<file path="config.mk">
export PLATFORM = sky130hd
export DESIGN_NAME = status_6502
export DESIGN_NICKNAME = d
export VERILOG_FILES = /design/src/rtl/status_6502_pkg.sv /design/src/rtl/status_6502_bcd_adjust.sv /design/src/rtl/status_6502.sv
export SDC_FILE = /design/constraint.sdc
export NUM_CORES = 1
export LEC_CHECK = 0
export ABC_CLOCK_PERIOD_IN_PS = 2800
export CORE_UTILIZATION = 43
export CTS_CLUSTER_DIAMETER = 80
export CTS_CLUSTER_SIZE = 28
export DETAILED_ROUTE_END_ITERATION = 8
export MAX_ROUTING_LAYER = met4
export PLACE_DENSITY = 0.86
export SLEW_MARGIN = 40
export SYNTH_ARGS = -nofsm -noshare
export SYNTH_HDL_FRONTEND = slang
export SYNTH_HIERARCHICAL = 1
export SYNTH_SLANG_ARGS = --single-unit
</file>
<file path="constraint.sdc">
create_clock -name clk -period 2.8 [get_ports clk]
set_clock_uncertainty 0.1 [all_clocks]
set_input_delay 0.56 -clock clk [delete_from_list [all_inputs] [get_ports clk]]
set_output_delay 0.56 -clock clk [all_outputs]
set_load 0.03 [all_outputs]
</file>
<file path="src/rtl/status_6502_pkg.sv">
// Shared encodings for the 6502 status back end: flag-update classes,
// explicit set/clear opcodes and bit positions inside P.
package status_pkg_6502;

    typedef enum logic [2:0] {
        FOP_NONE  = 3'd0,
        FOP_NZ    = 3'd1,
        FOP_NZC   = 3'd2,
        FOP_NZCV  = 3'd3,
        FOP_BIT   = 3'd4,
        FOP_Z     = 3'd5,
        FOP_RSV6  = 3'd6,
        FOP_RSV7  = 3'd7
    } flag_op_e;

    typedef enum logic [2:0] {
        SC_NONE = 3'd0,
        SC_CLC  = 3'd1,
        SC_SEC  = 3'd2,
        SC_CLI  = 3'd3,
        SC_SEI  = 3'd4,
        SC_CLD  = 3'd5,
        SC_SED  = 3'd6,
        SC_CLV  = 3'd7
    } set_clr_e;

    localparam int P_C = 0;
    localparam int P_Z = 1;
    localparam int P_I = 2;
    localparam int P_D = 3;
    localparam int P_B = 4;
    localparam int P_U = 5;
    localparam int P_V = 6;
    localparam int P_N = 7;

    localparam logic [7:0] P_RESET = 8'h34;

endpackage

</file>
<file path="src/rtl/status_6502_bcd_adjust.sv">
// Decimal adjust of a binary ADC/SBC result. Each nibble is corrected
// independently; a nibble overflow is deliberately dropped, not carried.
module bcd_adjust_6502 (
    input  logic [7:0] alu_out,
    input  logic       hc,
    input  logic       co,
    input  logic       sub,
    output logic [7:0] adj_out
);

    logic [3:0] lo_corr;
    logic [3:0] hi_corr;

    always_comb begin
        if (sub) begin
            lo_corr = hc ? 4'h0 : 4'hA;
            hi_corr = co ? 4'h0 : 4'hA;
        end else begin
            lo_corr = hc ? 4'h6 : 4'h0;
            hi_corr = co ? 4'h6 : 4'h0;
        end
    end

    assign adj_out = {alu_out[7:4] + hi_corr, alu_out[3:0] + lo_corr};

endmodule

</file>
<file path="src/rtl/status_6502.sv">
// Result/status back end behind alu_6502: decimal-adjusts ADC/SBC results
// and owns the processor status register P.
import status_pkg_6502::*;

module status_6502 #(
    parameter bit CMOS_FLAGS = 1'b0
) (
    input  logic       clk,
    input  logic       rst_n,
    input  logic       RDY,
    input  logic [7:0] alu_out,
    input  logic       alu_co,
    input  logic       alu_hc,
    input  logic       alu_v,
    input  logic       adj_en,
    input  logic       adj_sub,
    input  logic [2:0] flag_op,
    input  logic [1:0] bit_data,
    input  logic [2:0] set_clr,
    input  logic       plp_load,
    input  logic [7:0] plp_data,
    input  logic       int_entry,
    input  logic       push_brk,
    output logic [7:0] res_out,
    output logic [7:0] P,
    output logic [7:0] p_push
);

    logic [7:0] adj_byte;
    logic [7:0] nz_src;
    logic [7:0] res_q, res_d;
    logic [7:0] p_q,   p_d;

    bcd_adjust_6502 u_bcd (
        .alu_out (alu_out),
        .hc      (alu_hc),
        .co      (alu_co),
        .sub     (adj_sub),
        .adj_out (adj_byte)
    );

    // 65C02 derives N/Z from the corrected byte; NMOS uses the raw binary result.
    assign nz_src = (CMOS_FLAGS && adj_en) ? adj_byte : alu_out;

    // Sources are applied lowest priority first so each higher source overrides
    // only the bits it actually writes.
    // NOTE: every always_comb output gets a default before any branch, so no latch is inferred.
    always_comb begin
        res_d = adj_en ? adj_byte : alu_out;
        p_d   = p_q;

        case (set_clr_e'(set_clr))
            SC_CLC:  p_d[P_C] = 1'b0;
            SC_SEC:  p_d[P_C] = 1'b1;
            SC_CLI:  p_d[P_I] = 1'b0;
            SC_SEI:  p_d[P_I] = 1'b1;
            SC_CLD:  p_d[P_D] = 1'b0;
            SC_SED:  p_d[P_D] = 1'b1;
            SC_CLV:  p_d[P_V] = 1'b0;
            default: ;
        endcase

        case (flag_op_e'(flag_op))
            FOP_NZ: begin
                p_d[P_N] = nz_src[7];
                p_d[P_Z] = (nz_src == 8'h00);
            end
            FOP_NZC: begin
                p_d[P_N] = nz_src[7];
                p_d[P_Z] = (nz_src == 8'h00);
                p_d[P_C] = alu_co;
            end
            FOP_NZCV: begin
                p_d[P_N] = nz_src[7];
                p_d[P_Z] = (nz_src == 8'h00);
                p_d[P_C] = alu_co;
                p_d[P_V] = alu_v;
            end
            FOP_BIT: begin
                p_d[P_N] = bit_data[1];
                p_d[P_V] = bit_data[0];
                p_d[P_Z] = (nz_src == 8'h00);
            end
            FOP_Z:   p_d[P_Z] = (nz_src == 8'h00);
            default: ;
        endcase

        if (int_entry) begin
            p_d[P_I] = 1'b1;
            if (CMOS_FLAGS) p_d[P_D] = 1'b0;
        end

        if (plp_load) p_d = plp_data;

        p_d[P_U] = 1'b1;
        p_d[P_B] = 1'b1;
    end

    // NOTE: sequential state uses non-blocking assignments only.
    always_ff @(posedge clk or negedge rst_n) begin
        if (!rst_n) begin
            res_q <= 8'h00;
            p_q   <= P_RESET;
        end else if (RDY) begin
            res_q <= res_d;
            p_q   <= p_d;
        end
    end

    assign res_out = res_q;
    assign P       = p_q;
    assign p_push  = {p_q[P_N], p_q[P_V], 1'b1, push_brk, p_q[P_D], p_q[P_I], p_q[P_Z], p_q[P_C]};

endmodule

</file>
## Yosys cells after proc, flatten, opt, wreduce, memory -nomap -nowiden

Cells that the tools add are included.

- Register bits after elaboration: 14
- Input bits: 35
- Output and inout port bits: 24

- Add/subtract/negate cells: 2
- Equality and inequality tests: 12
- Multiplexer cells: 17
- Reduce and logical (&&, ||, !) cells: 16

Operators with widths:

| cell | count |
|---|---|
| $eq A3 B3 Y1 const B | 6 |
| $mux W4 | 4 |
| $mux W8 | 2 |
| $eq A3 B2 Y1 const B | 4 |
| $reduce_and A2 Y1 | 6 |
| $reduce_bool A4 Y1 | 3 |
| $pmux W1 S2 | 5 |
| $add A4 B4 Y4 | 2 |
| $logic_not A8 Y1 | 1 |
| $eq A3 B1 Y1 const B | 2 |
| $mux W3 | 2 |
| $reduce_bool A3 Y1 | 2 |
| $reduce_or A5 Y1 | 1 |
| $mux W1 | 4 |
| $reduce_or A3 Y1 | 1 |
| $reduce_bool A2 Y1 | 1 |
| $reduce_or A2 Y1 | 1 |

## Longest topological paths before layout

- Depth after elaboration: 4
- Depth in mapped cells: 9
- Mapped depth without buffers: 9

## Modules after synthesis

Netlist, hierarchy kept.

By module, submodules not included:

| module | times used | cells each | area each (µm²) |
|---|---|---|---|
| status_6502 | 1 | 104 | 942.2 |
| bcd_adjust_6502 | 1 | 25 | 224.0 |

## Least setup slack after synthesis

OpenSTA, ideal clock, no wires.

- Path kind: in2reg
- Start: input port alu_co
- End: register res_q[7], in the netlist res_out[7]
- Arrival: 1.947 ns
- Required time: 2.563 ns
- Slack: 0.615 ns
- Cell stages on the path: 9
- Buffers on the path: 0
- Cell sequence: inv_1 > ha_1 > inv_1 > ha_1 > inv_1 > fa_1 > xnor3_1 > mux2i_1 > a21oi_1

- Cells in the longest elaborated chain, start to end: 4
- Elaborated cells on any way between the ends: 5
- Those cells by class: 1 x add/sub; 4 x mux

Ends and longest elaborated chain:

| element | line | source |
|---|---|---|
| start, declared | status_6502.sv:12 | `input logic alu_co,` |
| $mux W3 or $mux W4 (tied branches) | status_6502_bcd_adjust.sv:20, status_6502_bcd_adjust.sv:17 |  |
| $mux W4 * | status_6502_bcd_adjust.sv:15 | `if (sub) begin` |
| $add A4 B4 Y4 * | status_6502_bcd_adjust.sv:24 | `assign adj_out = {alu_out[7:4] + hi_corr, alu_out[3:0] + lo_corr};` |
| via adj_byte[7] | status_6502.sv:29 | `logic [7:0] adj_byte;` |
| $mux W8 * | status_6502.sv:49 | `res_d = adj_en ? adj_byte : alu_out;` |
| end signal, assigned | status_6502.sv:105 | `res_q <= res_d;` |
| end, declared | status_6502.sv:31 | `logic [7:0] res_q, res_d;` |

Mark *: on every way through the listed nets, which the timed path passes. The rest lies on a longest branch.
A chain may end at the register's enable or synchronous reset.

## Worst setup path after layout

Ends and elaborated chain as after synthesis.

==> results.toml <==
[synth]
synthCells = 129
synthMuxAreaShare_pct = 9.120
synth_top_family_by_area = "compound AO/OA/AOI/OAI gates"
synth-edff-count = 0
synth-simple-area-share_pct = 13.63
synth.distinct_cells = 44
seq_area_frac_synth_pct = 30.15
synthAdderAreaFrac_pct = 9.871
avgSynthCellArea_um2 = 9.040
synth-xor-area-share_pct = 4.614
yosys_most_used_dff = "dfrtp_1"
synth-compound-area-share_pct = 17.38
yosysWarnings = 6
synthArstFlopShare_pct = 100.0
ys_ff_latch = 14
synth_area_um2 = 1166

[floorplanning]
die_w_um = 54.08
core_area_um2 = 2522
die_h_um = 54.08
die_area_um2 = 2924
ios = 59
num_rows = 18
initial_utilization_pct = 46.23

[timing]
setup_violations = 0
tightestPinTransition_ns = 0.6104
fin_crit_sh_pct = 88.16
post-route-worst-setup-slack_ns = 0.3314
max_slew_margin_pct = 59.18
clock.fmax_ghz = 0.4051
min_period_ns = 2.469
finalMaxSlewViolations = 0
timing.hold.ws_ns = 0.4432
setup_tns_ns = 0
finalHoldViolations = 0
rsz0062_at_grt = "false"

[grt]
grt_pass1_vias = 945
grt_pass1_wl_um = 3933
grt_max_degree = 20
grt-ovfl-total = 0
grt_antenna_before_repair = 0
grt_usage_pct = 19.18

[clocking]
h-tree-depth = 1
ctsRootBufferMaster = "clkbuf_4"
hold_buffers = 0
clk_pin_slew_worst_paths_ns = 0.08
cts_setup_buffers = 0
cts.sinks = 14
numCtsBuffers = 3
cts_resized = 0
tritoncts = "yes"
cts_buffer_depth = 2
clk_latency_ns = 0.26

[job]
cap_violations = 0

[placed_design]
place_area_um2 = 1615
place_ws_ns = 0.03987
post-place-cells = 196
place.gp.congestion = 0.7286
place_hpwl_um = 2104
io_buffers = 51

[setup_path]
crit_arrival_ns = 2.52
crit_required_ns = 2.86
critical-path-max-stage-delay_ns = 0.48
timing_worst_setup_path_type = "in -> reg"
start_kind = "input port"
end_kind = "flip-flop"
worstPathMaxFanout = 2
crit_slowest_cell = "clkdlybuf4s50_1"
cpMostUsedCell = "inv_1"
crit_chain = "clkdlybuf4s50_1 -> inv_1 -> ha_1 -> inv_1 -> ha_1 -> inv_1 -> fa_1 -> xnor3_1 -> mux2i_1 -> a21oi_1"

[cells_and_area]
diodes = 0
multiInputGateArea_um2 = 648.1
stdcell_count = 200
finalInstanceArea_um2 = 1642
layout.nets = 214
ff_latch_area_um2 = 351.6
final_util_pct = 65.08
area_delta_synth_final_pct = 40.77
drive_gt1_share_pct = 6.471
fillers = 219

[drt]
num_vias = 1027
wl_per_cell_um = 12.86
drc_errors = 0
viasPerCell = 5.135
antenna_left = 0
drt_iter0_drc = 10
dr.pass1.iters = 4
drt_wl_total_um = 2572

[status]
status = "complete, no violations"

[pwr]
power.density_nw_per_um2 = 425.1
leakagePower_nw = 0.7325
finalPower_mw = 0.6979
irDropWorstVdd_mv = 0.3471

[hold_path]
hold_class = "reg -> reg"
[cell type report]
cell class                 count  share of cell area (%)
clock buffer                   4                   1.601
inverter                      14                   3.201
multi-input combinational     85                   39.48
sequential                    14                   21.42
tap                           30                   2.287
timing repair buffer          53                   32.01
[cell usage in the layout, fill, tap and decap left out, drive strengths merged, types with 2 or more instances in the layout]
master,n
clkbuf,4
buf,2
mux2i,8
fa,2
mux2,2
clkdlybuf4s50,51
nand2,5
nor2,11
o21ai,7
a21oi,11
nor4,2
dfrtp,13
ha,6
xnor3,2
nor2b,2
inv,14
nand3,2
conb,3
nand3b,2
[cell usage after synthesis, drive strengths merged (2+ instances only)]
cell	n	area, µm²
buf	18	121.4
dfrtp	13	325.3
inv	14	52.55
nand3	2	10.01
o21ai	7	38.78
mux2i	8	80.08
nor2b	2	15.02
mux2	2	26.27
ha	6	75.07
nand3b	2	15.01
nor2	11	41.29
nor4	2	12.51
fa	2	40.04
nand2	5	18.77
a21oi	11	55.05
xnor3	2	45.04
[registers in the layout (all words and copies together), names as in the netlist]
signal and count:
P 6, res_out 8
[critical path, delay by kind of cell]
| family | cells | cell delay, ns |
|---|---|---|
| AOI/OAI and AO/OA | 1 | 0.08 |
| xor gates and xnor gates | 1 | 0.36 |
| adders and majority gates | 3 | 0.77 |
| buffers and inverters | 4 | 0.64 |
| muxes | 1 | 0.13 |
[per-layer routing]
layer  wire, µm  up-vias  share of wire [%]  global-route usage (%)
met5          0        -                  0                       -
met4         10        0               0.39                   5.983
met3        190        2                7.4                   2.260
met2       1291       42                 50                   32.72
met1       1080      470                 42                   23.49
li1           -      513                  -                       -
[power by group]
group / total (mW) / switching, mW / internal [mW]
Combinational: 0.333 / 0.173 / 0.159
Clock: 0.114 / 0.0590 / 0.0551
Sequential: 0.251 / 0.0204 / 0.231
Total: 0.698 / 0.253 / 0.445
[final timing paths]
path / endpoint / cells past startpoint / start / slack (ns)
worst min-delay path: res_out[2]$_DFFE_PN0P_ / 2 / res_out[2]$_DFFE_PN0P_ / 0.44
worst max register to register: P[7]$_DFFE_PN0P_ / 3 / P[7]$_DFFE_PN0P_ / 1.60
worst min register to register: res_out[2]$_DFFE_PN0P_ / 2 / res_out[2]$_DFFE_PN0P_ / 0.44
worst max-delay path: res_out[7]$_DFFE_PN0P_ / 10 / alu_co / 0.33
max in group asynchronous: P[0]$_DFFE_PN0P_ / 1 / rst_n / 1.63
min in group asynchronous: P[7]$_DFFE_PN0P_ / 1 / rst_n / 0.57
[cells by family after synthesis]
kind of cell,after synthesis
AND/OR/NAND/NOR,31
multiplexers,10
adder cells (fa/ha/maj),8
XOR/XNOR,3
AO/OA/AOI/OAI,30
flip-flops,14
buffers and inverters,32
other,1
Note: power is estimated with default switching activity, not from simulation.
